[config.mk]
export PLATFORM = sky130hd
export DESIGN_NAME = axi_pix_packer
export DESIGN_NICKNAME = d
export VERILOG_FILES = /design/src/rtl/axi_pix_packer.sv
export SDC_FILE = /design/constraint.sdc
export NUM_CORES = 2
export LEC_CHECK = 0
export BUFFER_PORTS_ARGS = -buffer_cell sky130_fd_sc_hd__buf_2
export CAP_MARGIN = 25
export CORE_MARGIN = 2
export CORE_UTILIZATION = 45
export CTS_CLUSTER_SIZE = 20
export DETAILED_ROUTE_END_ITERATION = 10
export PLACE_DENSITY = 0.64
export SYNTH_ARGS = -nofsm -noshare
export SYNTH_HDL_FRONTEND = slang
export SYNTH_SLANG_ARGS = --single-unit
[constraint.sdc]
create_clock -name clock -period 35.3 [get_ports clock]
set_clock_uncertainty 0.1 [all_clocks]
set_input_delay 1.765 -clock clock [delete_from_list [all_inputs] [get_ports clock]]
set_output_delay 1.765 -clock clock [all_outputs]
set_load 0.05 [all_outputs]
[src/rtl/axi_pix_packer.sv]
// Packs IDSIZE-bit pixels into ODSIZE-bit words, low pixel first. Pixels may straddle
// word boundaries; end of line flushes a partial word with byte strobes.
module axi_pix_packer #(
   parameter int IDSIZE = 24,
   parameter int ODSIZE = 256
) (
   input  logic                clock,
   input  logic                rst,
   input  logic                clear,
   input  logic                iwr_en,
   input  logic [IDSIZE-1:0]   idata,
   input  logic                ilast,
   output logic                iready,
   output logic                owr_en,
   input  logic                oready,
   output logic [ODSIZE-1:0]   odata,
   output logic [ODSIZE/8-1:0] ostrb,
   output logic                olast
);
   localparam int SW = ODSIZE / 8;
   localparam int PW = $clog2(ODSIZE) + 1;
   localparam logic [PW-1:0] OD_P = PW'(ODSIZE);
   localparam logic [PW-1:0] ID_P = PW'(IDSIZE);

   generate
      if (IDSIZE < 1 || IDSIZE > ODSIZE || (ODSIZE % 8) != 0) begin : g_bad_param
         $fatal(1, "axi_pix_packer: illegal IDSIZE/ODSIZE combination");
      end
   endgenerate

   typedef enum logic {RUN = 1'b0, FLUSH = 1'b1} state_t;

   state_t            r_state;
   logic [PW-1:0]     r_ptr;
   logic [ODSIZE-1:0] r_acc;
   logic [ODSIZE-1:0] r_odata;
   logic [SW-1:0]     r_ostrb;
   logic              r_olast;
   logic              r_owr_en;

   logic                w_out_free;
   logic                w_accept;
   logic [PW-1:0]       w_sum;
   logic [PW-1:0]       w_rem;
   logic [2*ODSIZE-1:0] w_merged;

   // Strobe for a partial word: one bit per byte touched by the first nbits bits.
   function automatic logic [SW-1:0] f_strb(input logic [PW-1:0] nbits);
      logic [SW-1:0] s;
      for (int i = 0; i < SW; i++) s[i] = (int'(nbits) > 8 * i);
      return s;
   endfunction

   assign w_out_free = !r_owr_en || oready;
   assign iready     = (r_state == RUN) && w_out_free;
   assign w_accept   = iwr_en && iready;
   assign w_sum      = r_ptr + ID_P;
   assign w_rem      = w_sum - OD_P;
   // Upper half holds the part of a straddling pixel that spills into the next word.
   assign w_merged   = {{ODSIZE{1'b0}}, r_acc} |
                       ({{(2*ODSIZE-IDSIZE){1'b0}}, idata} << r_ptr);

   assign owr_en = r_owr_en;
   assign odata  = r_odata;
   assign ostrb  = r_ostrb;
   assign olast  = r_olast;

   always_ff @(posedge clock or posedge rst) begin
      if (rst) begin
         r_state  <= RUN;
         r_ptr    <= '0;
         r_acc    <= '0;
         r_odata  <= '0;
         r_ostrb  <= '0;
         r_olast  <= 1'b0;
         r_owr_en <= 1'b0;
      end else if (clear) begin
         r_state  <= RUN;
         r_ptr    <= '0;
         r_acc    <= '0;
         r_odata  <= '0;
         r_ostrb  <= '0;
         r_olast  <= 1'b0;
         r_owr_en <= 1'b0;
      end else begin
         if (oready) r_owr_en <= 1'b0;
         case (r_state)
            RUN: begin
               if (w_accept) begin
                  if (w_sum < OD_P) begin
                     if (ilast) begin
                        r_odata  <= w_merged[ODSIZE-1:0];
                        r_ostrb  <= f_strb(w_sum);
                        r_olast  <= 1'b1;
                        r_owr_en <= 1'b1;
                        r_ptr    <= '0;
                        r_acc    <= '0;
                     end else begin
                        r_acc <= w_merged[ODSIZE-1:0];
                        r_ptr <= w_sum;
                     end
                  end else begin
                     r_odata  <= w_merged[ODSIZE-1:0];
                     r_ostrb  <= '1;
                     r_owr_en <= 1'b1;
                     if (w_sum == OD_P) begin
                        r_olast <= ilast;
                        r_ptr   <= '0;
                        r_acc   <= '0;
                     end else begin
                        r_olast <= 1'b0;
                        r_acc   <= w_merged[2*ODSIZE-1:ODSIZE];
                        r_ptr   <= w_rem;
                        if (ilast) r_state <= FLUSH;
                     end
                  end
               end
            end
            FLUSH: begin
               if (w_out_free) begin
                  r_odata  <= r_acc;
                  r_ostrb  <= f_strb(r_ptr);
                  r_olast  <= 1'b1;
                  r_owr_en <= 1'b1;
                  r_ptr    <= '0;
                  r_acc    <= '0;
                  r_state  <= RUN;
               end
            end
            default: r_state <= RUN;
         endcase
      end
   end
endmodule

==> results_tabular.tex <==
\begin{tabular}{lr}
\hline
Metric & Value \\
\hline
\multicolumn{2}{l}{\textbf{Drt}} \\
Number of antenna-violating nets in the routed design & 0 \\
Iteration-0 DRC Markers & 3351 \\
Via count of the routed design & 24860 \\
Via density per instance & 6.39 \\
Post-detailed-routing wire length & 97.3 mm \\
Number of detailed-routing iterations run before antenna repair & 6 \\
Drt drc & 0 \\
Routed wire length per instance & 25.0 µm \\
\multicolumn{2}{l}{\textbf{Synth}} \\
Most used flip-flop cell after synthesis & dfrtp\_1 \\
Share of Yosys cell area claimed by the top area cell type & 52.4\% \\
Number of synthesized flops with an enable pin & 0 \\
Cell area after synthesis & 26400 µm² \\
Cell types with the highest counts after synthesis & a21oi\_1 (557), dfrtp\_1 (553), nand2\_1 (369) \\
Cells after synthesis & 2900 \\
Warnings from Yosys & 0 \\
Share of flip-flops with an asynchronous set or reset & 100\% \\
Net count of the mapped netlist & 2936 \\
Largest area contributor in the synthesized netlist & dfrtp\_1 \\
Count leader, synth & a21oi\_1 \\
Distinct cells, synth & 83 \\
Synthesized area per cell & 9.10 µm² \\
Cell types occupying the most area after synthesis & dfrtp\_1 (52\%), a21oi\_1 (11\%), o21ai\_0 (5.6\%) \\
Post-synthesis sequential area ratio & 52.4\% \\
Seq cells post-synth & 553 \\
\multicolumn{2}{l}{\textbf{Worst setup path}} \\
Required @ worst endpoint & 35.71 ns \\
Startpoint types & register \\
Endpoint kind of the worst setup timing path & register \\
Capturing point of the worst reg2reg path & r\_acc[97] \\
Minimum setup slack among reg-to-reg paths & 30.75 ns \\
Crit path DAT & 4.96 ns \\
Crit path kind & reg -> reg \\
Reg2reg start & r\_ptr[4] \\
Maximum fanout count along the critical path & 92 \\
R2r worst-path depth & 8 \\
\multicolumn{2}{l}{\textbf{CTS}} \\
Clk\_lat worst skew & 0.64 ns \\
Sinks on Clock Net & 553 \\
Post-CTS sizing & 0 \\
CTS tree & done \\
H-tree depth & 2 \\
Number of buffers created by CTS & 60 \\
Hold buffers post-CTS & 0 \\
\# Post-CTS Setup Buffers & 0 \\
Root buffer cell & clkbuf\_16 \\
Largest buffer count on any clock path & 3 \\
Clock-pin transition on the worst setup and hold timing paths & 0.06 ns \\
\multicolumn{2}{l}{\textbf{Global route}} \\
Via count of the first global-routing pass & 23658 \\
Number of antenna violations at the first check in global routing & 6 \\
Total grt overflow & 0 \\
Pin count of the biggest net entering global routing & 243 \\
GRT Total Usage & 31.5\% \\
First-pass GRT wire length & 147 mm \\
\multicolumn{2}{l}{\textbf{Hold path}} \\
Path type of the worst min-delay path & reg -> reg \\
Hold path start & odata[176] \\
Count of cells along the worst hold path & 2 \\
Endpoint with the worst hold slack & odata[176] \\
\multicolumn{2}{l}{\textbf{Timing}} \\
Post-route setup TNS & 0 ns \\
Slew at the pin closest to its max-slew limit & 1.35 ns \\
Rel. slew slack & 9.71\% \\
Count of final max-slew check failures & 0 \\
Fmax & 0.220 GHz \\
Fraction of the cycle the final worst path needs & 12.9\% \\
RSZ-0062 raised after global routing & false \\
Final setup violation count & 0 \\
Number of hold-slack violations in the final timing report & 0 \\
Shortest clock period the worst path allows after layout & 4.55 ns \\
\multicolumn{2}{l}{\textbf{Placement}} \\
Port bufs & 320 \\
Hpwl dp & 64.7 mm \\
Weighted congestion at the end of routability-driven global placement & 0.941 \\
\multicolumn{2}{l}{\textbf{Pwr}} \\
Fraction of power spent switching nets & 28.1\% \\
Peak ir drop on the vdd network & 39.8 µV \\
Sw Pwr & 0.000413 W \\
Total leakage power & 13.7 nW \\
Sequential share of power & 44.0\% \\
Areal power density over the cells & 48.2 nW/µm² \\
Internal power summed over all cells & 0.00106 W \\
Final Total Pwr & 0.00147 W \\
Part of the power in combinational logic & 12.0\% \\
Part of the power in the clock network & 43.9\% \\
\multicolumn{2}{l}{\textbf{Cells and area}} \\
Post-synthesis to final-layout area growth & 15.6\% \\
Total number of nets in the final design & 3114 \\
Share of post-route cells with drive strength above 1 & 16.9\% \\
\multicolumn{2}{l}{\textbf{Status}} \\
Result of the run & finished, final reports clean \\
\multicolumn{2}{l}{\textbf{Run}} \\
Max\_cap viols & 0 \\
\multicolumn{2}{l}{\textbf{Floorplan}} \\
Area of the core & 57800 µm² \\
Total die area & 60600 µm² \\
Overall die width & 246 µm \\
Num rows & 88 \\
Count of pins on the block boundary & 321 \\
Initial standard-cell utilization of the core & 45.7\% \\
Vertical die dimension & 246 µm \\
\hline
\end{tabular}
-- layout by cell type (no fill, tap or decap), drive strengths merged, types with 6 or more instances in the layout --
cell	count
a21oi	558
dfrtp	553
nand3	17
o31ai	113
ha	6
clkbuf	87
a32o	8
o221ai	8
nor3	21
o2bb2ai	13
o41ai	14
buf	377
a22oi	72
a2bb2oi	20
o21bai	7
nor2	236
o211ai	6
o21ai	315
a221oi	9
o22ai	34
a31o	9
a22o	75
xnor2	6
and2	10
mux2	12
mux2i	12
a31oi	26
nor2b	17
clkinv	17
nand2	369
inv	9
-- worst max path at each step --
stage / startpoint / to / cells after the start
2_1_floorplan: rst / odata[0] / 1
3_3_place_gp: clear / r_acc[82] / 7
4_1_cts: r_ptr[4] / odata[53] / 8
5_1_grt: r_ptr[4] / r_acc[103] / 8
3_5_place_dp: oready / odata[155] / 9
6_report: r_ptr[4] / r_acc[97] / 8
-- worst max-delay path, stage by stage, from the launching register on --
cell      delay, ns
dfrtp_1        0.70
buf_4          0.47
o2111a_1       0.58
xnor2_4        0.17
buf_4          0.78
nand2_1        0.76
a31oi_2        0.44
buf_4          0.31
nor2_1         0.09
-- metal layers --
metal,vias up,wire (µm),GRT usage (%)
li1,10901,-,-
met1,12342,39500,43.2
met2,1334,44800,48.7
met3,271,8400,5.94
met4,12,4560,13.6
met5,-,76,0
-- kinds of logic after synthesis --
logic type / Yosys count / synth area share [%]
AO/OA/AOI/OAI: 1324 / 30.1
XOR/XNOR: 8 / 0.365
adder cells (fa/ha/maj): 6 / 0.284
buffers and inverters: 272 / 4.50
flip-flops: 553 / 52.4
multiplexers: 24 / 0.967
AND/OR/NAND/NOR: 713 / 11.3
-- final cells by class --
class / count / area [µm²]
Antenna cell: 1 / 2.50
Clock buffer: 86 / 1740
Clock inverter: 24 / 275
Fill cell: 5309 / 27300
Inverter: 10 / 45.0
Multi-Input combinational cell: 2075 / 11400
Sequential cell: 553 / 13800
Tap cell: 765 / 957
Timing Repair Buffer: 378 / 2190
-- power groups by stage --
stage | clock network (W) | registers [W] | logic (W)
after global placement | 0 | 0.000659 | 0.000168
after CTS | 0.000655 | 0.000647 | 0.000171
after detailed placement | 0 | 0.000659 | 0.000170
final | 0.000646 | 0.000647 | 0.000176
after global routing | 0.000682 | 0.000648 | 0.000187
after floorplan | 0 | 0.000676 | 0.0000980
-- flip-flops by register name (all words and copies together), names as in the netlist --
name     cells
odata      256
r_acc      256
ostrb       32
r_ptr        6
olast        1
owr_en       1
r_state      1
-- through the flow --
stage          utilization (%)  area, µm²  setup WS [ns]  cells  hold slack [ns]
2_1_floorplan                -      26400          17.97   2900            0.351
5_1_grt                   52.8      30500          30.55   3891            0.395
4_1_cts                   52.5      30400          30.69   3885            0.376
3_5_place_dp              49.0      28300          30.19   3775            0.362
3_3_place_gp              48.9      28300          30.33   3768            0.356
6_report                  52.8      30500          30.75   3892            0.369
Power figures use the tool's default switching activity.
